$ cat config.mk
export PLATFORM = sky130hd
export DESIGN_NAME = circle_point_stream_flat
export DESIGN_NICKNAME = d
export VERILOG_FILES = /design/src/rtl/circle_point_stream_if.sv /design/src/rtl/circle_point_stream.sv /design/src/flat_wrapper.sv
export SDC_FILE = /design/constraint.sdc
export NUM_CORES = 2
export LEC_CHECK = 0
export CORE_MARGIN = 2
export CORE_UTILIZATION = 25
export CTS_CLUSTER_DIAMETER = 120
export DETAILED_ROUTE_END_ITERATION = 10
export GPL_TIMING_DRIVEN = 1
export PLACE_DENSITY = 0.43
export SLEW_MARGIN = 15
export SYNTH_ARGS = -nofsm -noshare
export SYNTH_HDL_FRONTEND = slang
export SYNTH_SLANG_ARGS = --single-unit
export TNS_END_PERCENT = 30
$ cat constraint.sdc
create_clock -name _clock -period 9.8 [get_ports _clock]
set_input_delay 1.47 -clock _clock [delete_from_list [all_inputs] [get_ports _clock]]
set_output_delay 1.47 -clock _clock [all_outputs]
set_load 0.02 [all_outputs]
$ cat src/rtl/circle_point_stream_if.sv
// Point stream from the circle rasteriser to the framebuffer write stage.
// Valid/ready: a point transfers on a rising clock edge where _valid && _ready;
// once _valid is high, it and the point stay put until that transfer happens.
interface circle_point_stream_if #(
    parameter int WIDTH = 32
);
    logic                    _valid;
    logic                    _ready;
    logic signed [WIDTH-1:0] _out0;
    logic signed [WIDTH-1:0] _out1;

    modport master (output _valid, output _out0, output _out1, input _ready);
    modport slave  (input _valid, input _out0, input _out1, output _ready);
endinterface

$ cat src/rtl/circle_point_stream.sv
// Midpoint-circle rasteriser: streams the 8-way symmetric points of each (x,y)
// step, with per-index masking, optional duplicate suppression and backpressure.
module circle_point_stream #(
    parameter int WIDTH = 32,
    parameter int DW    = WIDTH + 4
) (
    input  logic                    _clock,
    input  logic                    _reset_n,
    input  logic                    _start,
    input  logic signed [WIDTH-1:0] s_x,
    input  logic signed [WIDTH-1:0] s_y,
    input  logic signed [WIDTH-1:0] radius,
    input  logic [7:0]              octant_mask,
    input  logic                    dedup,
    circle_point_stream_if.master   pt,
    output logic                    _busy,
    output logic                    _done,
    output logic [1:0]              state_o
);
    typedef enum logic [1:0] {IDLE, EMIT, UPDATE, DONE} state_t;

    localparam logic signed [WIDTH-1:0] ONE_W  = 1;
    localparam logic signed [DW-1:0]    ZERO_D = '0;
    localparam logic signed [DW-1:0]    C3     = 3;
    localparam logic signed [DW-1:0]    C6     = 6;
    localparam logic signed [DW-1:0]    C10    = 10;

    state_t                  state_q, state_d;
    logic signed [WIDTH-1:0] sx_q, sx_d, sy_q, sy_d, x_q, x_d, y_q, y_d;
    logic signed [WIDTH-1:0] out0_q, out0_d, out1_q, out1_d;
    logic signed [DW-1:0]    d_q, d_d;
    logic [7:0]              mask_q, mask_d, pend_q, pend_d;
    logic                    dedup_q, dedup_d, valid_q, valid_d;
    logic                    done_q, done_d, busy_q, busy_d;
    logic [2:0]              cur_idx, nxt_idx;
    logic signed [DW-1:0]    r_ext, x_ext, yn_ext;
    logic signed [WIDTH-1:0] y_new, x_new;

    function automatic logic [7:0] set_enables(input logic [7:0] m, input logic dd,
                                               input logic signed [WIDTH-1:0] x,
                                               input logic signed [WIDTH-1:0] y);
        logic [7:0] sup;
        sup = '0;
        if (dd) begin
            if (x == '0) sup = sup | 8'b1010_1100;
            if (y == '0) sup = sup | 8'b1100_1010;
            if (x == y)  sup = sup | 8'b1111_0000;
        end
        return m & ~sup;
    endfunction

    function automatic logic [2:0] lowest(input logic [7:0] p);
        logic [2:0] r;
        r = '0;
        for (int i = 7; i >= 0; i--) if (p[i]) r = 3'(i);
        return r;
    endfunction

    function automatic logic [2*WIDTH-1:0] point_at(input logic [2:0] k,
                                                    input logic signed [WIDTH-1:0] cx,
                                                    input logic signed [WIDTH-1:0] cy,
                                                    input logic signed [WIDTH-1:0] px,
                                                    input logic signed [WIDTH-1:0] py);
        case (k)
            3'd0:    return {cx + px, cy + py};
            3'd1:    return {cx + px, cy - py};
            3'd2:    return {cx - px, cy + py};
            3'd3:    return {cx - px, cy - py};
            3'd4:    return {cx + py, cy + px};
            3'd5:    return {cx + py, cy - px};
            3'd6:    return {cx - py, cy + px};
            default: return {cx - py, cy - px};
        endcase
    endfunction

    assign cur_idx = lowest(pend_q);
    assign r_ext   = {{(DW-WIDTH){radius[WIDTH-1]}}, radius};
    assign x_ext   = {{(DW-WIDTH){x_q[WIDTH-1]}}, x_q};
    assign y_new   = (d_q > ZERO_D) ? (y_q - ONE_W) : y_q;
    assign yn_ext  = {{(DW-WIDTH){y_new[WIDTH-1]}}, y_new};
    assign x_new   = x_q + ONE_W;

    always_comb begin
        state_d = state_q;
        sx_d    = sx_q;
        sy_d    = sy_q;
        x_d     = x_q;
        y_d     = y_q;
        d_d     = d_q;
        mask_d  = mask_q;
        dedup_d = dedup_q;
        pend_d  = pend_q;
        done_d  = done_q;
        busy_d  = busy_q;
        case (state_q)
            IDLE, DONE: begin
                if (_start) begin
                    sx_d    = s_x;
                    sy_d    = s_y;
                    mask_d  = octant_mask;
                    dedup_d = dedup;
                    x_d     = '0;
                    y_d     = radius;
                    d_d     = C3 - (r_ext <<< 1);
                    pend_d  = set_enables(octant_mask, dedup, '0, radius);
                    if (radius[WIDTH-1]) begin
                        state_d = DONE;
                        done_d  = 1'b1;
                        busy_d  = 1'b0;
                        pend_d  = '0;
                    end else begin
                        state_d = EMIT;
                        done_d  = 1'b0;
                        busy_d  = 1'b1;
                    end
                end
            end
            EMIT: begin
                if (!valid_q) begin
                    state_d = UPDATE;
                end else if (pt._ready) begin
                    pend_d = pend_q & ~(8'b1 << cur_idx);
                    if (pend_d == '0) state_d = UPDATE;
                end
            end
            UPDATE: begin
                // Decision term uses the pre-increment x and the already-stepped y.
                if (d_q > ZERO_D) d_d = d_q + ((x_ext - yn_ext) <<< 2) + C10;
                else              d_d = d_q + (x_ext <<< 2) + C6;
                x_d = x_new;
                y_d = y_new;
                if (y_new >= x_new) begin
                    state_d = EMIT;
                    pend_d  = set_enables(mask_q, dedup_q, x_new, y_new);
                end else begin
                    state_d = DONE;
                    pend_d  = '0;
                    done_d  = 1'b1;
                    busy_d  = 1'b0;
                end
            end
            default: state_d = IDLE;
        endcase
        // Outputs are computed from next-state values so they are registered.
        valid_d = (state_d == EMIT) && (pend_d != '0);
        nxt_idx = lowest(pend_d);
        if (valid_d) {out0_d, out1_d} = point_at(nxt_idx, sx_d, sy_d, x_d, y_d);
        else         {out0_d, out1_d} = {out0_q, out1_q};
    end

    always_ff @(posedge _clock or negedge _reset_n) begin
        if (!_reset_n) begin
            state_q <= IDLE;
            sx_q    <= '0;
            sy_q    <= '0;
            x_q     <= '0;
            y_q     <= '0;
            d_q     <= '0;
            mask_q  <= '0;
            dedup_q <= 1'b0;
            pend_q  <= '0;
            valid_q <= 1'b0;
            out0_q  <= '0;
            out1_q  <= '0;
            done_q  <= 1'b0;
            busy_q  <= 1'b0;
        end else begin
            state_q <= state_d;
            sx_q    <= sx_d;
            sy_q    <= sy_d;
            x_q     <= x_d;
            y_q     <= y_d;
            d_q     <= d_d;
            mask_q  <= mask_d;
            dedup_q <= dedup_d;
            pend_q  <= pend_d;
            valid_q <= valid_d;
            out0_q  <= out0_d;
            out1_q  <= out1_d;
            done_q  <= done_d;
            busy_q  <= busy_d;
        end
    end

    assign pt._valid = valid_q;
    assign pt._out0  = out0_q;
    assign pt._out1  = out1_q;
    assign _busy     = busy_q;
    assign _done     = done_q;
    assign state_o   = state_q;
endmodule

$ cat src/flat_wrapper.sv
// flat-port wrapper written by rule: the top's interface ports become plain ports
module circle_point_stream_flat 
#(
    parameter int WIDTH = 32,
    parameter int DW    = WIDTH + 4
)
  (_clock, _reset_n, _start, s_x, s_y, radius, octant_mask, dedup, _busy, _done, state_o, pt__valid, pt__out0, pt__out1, pt__ready);
  circle_point_stream_if #(.WIDTH(WIDTH)) pt_i ();
  input  logic _clock;
  input  logic _reset_n;
  input  logic _start;
  input  logic signed [WIDTH-1:0] s_x;
  input  logic signed [WIDTH-1:0] s_y;
  input  logic signed [WIDTH-1:0] radius;
  input  logic [7:0] octant_mask;
  input  logic dedup;
  output logic _busy;
  output logic _done;
  output logic [1:0] state_o;
  output wire logic [$bits(pt_i._valid)-1:0] pt__valid;
  output wire logic [$bits(pt_i._out0)-1:0] pt__out0;
  output wire logic [$bits(pt_i._out1)-1:0] pt__out1;
  input wire logic [$bits(pt_i._ready)-1:0] pt__ready;
  assign pt__valid = pt_i._valid;
  assign pt__out0 = pt_i._out0;
  assign pt__out1 = pt_i._out1;
  assign pt_i._ready = pt__ready;
  circle_point_stream #(.WIDTH(WIDTH), .DW(DW)) u_core (._clock(_clock), ._reset_n(_reset_n), ._start(_start), .s_x(s_x), .s_y(s_y), .radius(radius), .octant_mask(octant_mask), .dedup(dedup), .pt(pt_i), ._busy(_busy), ._done(_done), .state_o(state_o));
endmodule
==> out/results.tsv <==
metric	value	unit
status	complete, no violations	
commonest non-fill, non-tap cell in the layout	nand2_1	
Via-to-Cell Ratio	5.29	
most frequent cells in the layout	nand2_1, ha_1, nor2_1	
Yosys cell types	97	
DP Wirelength	109	mm
ys flop type	dfrtp_1	
antenna violations before repair	4	
first-pass GRT wire length	202	mm
die area	132000	µm²
Tmin final	8790	ps
DR vias	31697	
clk slew on worst S/H paths	60	ps
CP max stage delay	890	ps
Global Route Usage Sum	20.1	%
final setup fails	0	
setup_tns	0	ps
max-slew violations	0	
worst-path maximum fanout	53	
Die W	364	µm
wire per inst	22.7	µm
Util after Layout	29.2	%
Gates resized, CTS repair	0	
Synth Cell Area	32300	µm²
Synth Instances	4211	
CP required	10300	ps
Initial Utilization	25.3	%
DRC viols	0	
DR pass1 iterations	5	
drt total wl	136	mm
Synth Area per Inst	7.67	µm²
area of the multi-input gates	24300	µm²
Fill cells	13869	
die height	364	µm
Tcrit/Tclk final	89.7	%
worst path cell trace	nand4_1, or4_1, or3_1, nor2_1, xnor2_1, ha_1, nand3_1, nor4_1, nor3b_1, a21o_1, a211oi_1, nor3_1, nand2_1, o311ai_2, nor2_1, a211o_4, inv_1, buf_4, nand2_1, o221ai_1	
final global-route overflow total	0	
IO Pins	178	
Register Area	6260	µm²
kind of critical path	register to register	
Seq/Total Area, Yosys	19.4	%
skew final	22.3	ps
Crit. End Element	register	
hold slack	479	ps
Cell Rows	131	
RSZ-0062 raised after global routing	no	
antenna-violating nets left	0	
Clk Latency, worst-skew pair	610	ps
Worst Tran Pin Value	1330	ps
Clock Tree Root	clkbuf_16	
Post-synth EDFFs	0	
Worst slew margin	10.7	%
synthesized flop and latch total	250	
fmax	0.114	GHz
Worst Setup Start Kind	register	
hold_buf cts	0	
final hold violations	0	
nets	4865	
share of layout cells above drive strength 1	5.28	%
ys async rst share	100	%
vias in the first global route	31342	
Slowest-stage cell, CP	or4_1	
clock tree buffer depth	3	
CTS sink count	250	
# port buffers	177	
CTS tree	yes	
Post-CTS Setup Bufs	0	
htree depth	2	
RD Place Congestion	0.909	
largest net degree at the start of global routing	89	
Synth Net Count	4779	
initial detailed-routing violation count	2275	
Num CTS Buffers	37	
maxcap violations	0	
HP Class	register to register	
core box area	128000	µm²
Worst EP arrival	9290	ps
yosys warns	0	
Syn-to-layout area delta	15.4	%
## cells by family (layout without fill, tap and decap cells)
group | count (synthesis) | in the layout | synth area share (%)
simple gates | 1434 | 1434 | 21.5
mux | 78 | 78 | 2.45
other cells | 0 | 3 | 0
buf+inv | 472 | 583 | 5.71
compound gates | 1260 | 1260 | 26.0
fa+ha+maj | 461 | 461 | 18.1
flops | 250 | 250 | 19.4
xor+xnor | 256 | 256 | 6.94
## per-stage QoR
step                setup slack, ps  instances  instance area (µm²)
floorplan                      2640       4211                32300
global placement               1170       5920                36000
detailed placement             1050       5920                36000
CTS                            1020       5984                37300
global route                    404       5984                37300
finish                         1010       5987                37300
## worst paths after layout
| check | from | endpoint | slack [ps] | cells after the start |
|---|---|---|---|---|
| setup / recovery | u_core.x_q[6] | u_core.pt._out1[18] | 1010 | 20 |
| max in group asynchronous | _reset_n | u_core.d_q[1] | 7390 | 2 |
| setup reg to reg | u_core.x_q[6] | u_core.pt._out1[18] | 1010 | 20 |
| min in group asynchronous | _reset_n | u_core.pt._out0[29] | 900 | 1 |
| hold reg to reg | u_core.pt._out1[0] | u_core.pt._out1[0] | 480 | 2 |
| hold / removal | u_core.pt._out1[0] | u_core.pt._out1[0] | 480 | 2 |
## cells in the mapped netlist (42+ instances only)
master	n	area share, %
a22oi_1	47	1.1
ha_1	448	17
nor3_1	106	1.6
nand3_1	95	1.5
o21ai_0	254	3.9
mux2i_1	71	2.2
nand2_1	476	5.5
clkbuf_1	139	1.6
inv_1	276	3.2
nor4_1	50	0.97
o21bai_1	58	1.3
o211ai_1	43	1.0
dfrtp_1	250	19
a21oi_1	311	4.8
nand4_1	42	0.81
nor2_1	342	4.0
nand2b_1	65	1.3
a31oi_1	44	0.85
xor2_1	85	2.3
xnor2_1	171	4.6
a21o_1	92	2.1
## layout make-up
class | instances | share of cell area (%)
Multi-Input combinational cell | 3489 | 65.2
Sequential cell | 250 | 16.8
Timing Repair Buffer | 243 | 6.16
Tap cell | 1662 | 5.58
Clock buffer | 46 | 2.80
Inverter | 276 | 2.78
Clock inverter | 18 | 0.685
Antenna cell | 3 | 0.0201
## layer usage
metal  up-vias  track usage, %  share of wire [%]  wire [µm]
met5         -               0                  0          0
met4         0            5.50                2.8       3740
met3       139            1.93                4.3       5810
met2       814            32.9                 45      61300
met1     15253            28.1                 48      64900
li1      15491               -                  -          -
## critical path, delay by kind of cell (launching register included)
kind                     cells  cell delay, ps
AND/OR/NAND/NOR             11            4900
AO/OA/AOI/OAI                5            2050
flip-flops                   1             710
buffers and inverters        2             530
adder cells (fa/ha/maj)      1             330
XOR/XNOR                     1              90
## state kept, by name, indices dropped and copies added, names as in the netlist, 8 cells and up
signal,cells
u_core.mask_q,8
u_core.y_q,32
u_core.sx_q,32
u_core.pt._out1,32
u_core.x_q,32
u_core.sy_q,32
u_core.pend_q,8
u_core.d_q,36
u_core.pt._out0,32
Power is left out: the tool's default activity adds up to more than one toggle a clock period on the data nets, which glitch-free logic cannot reach.
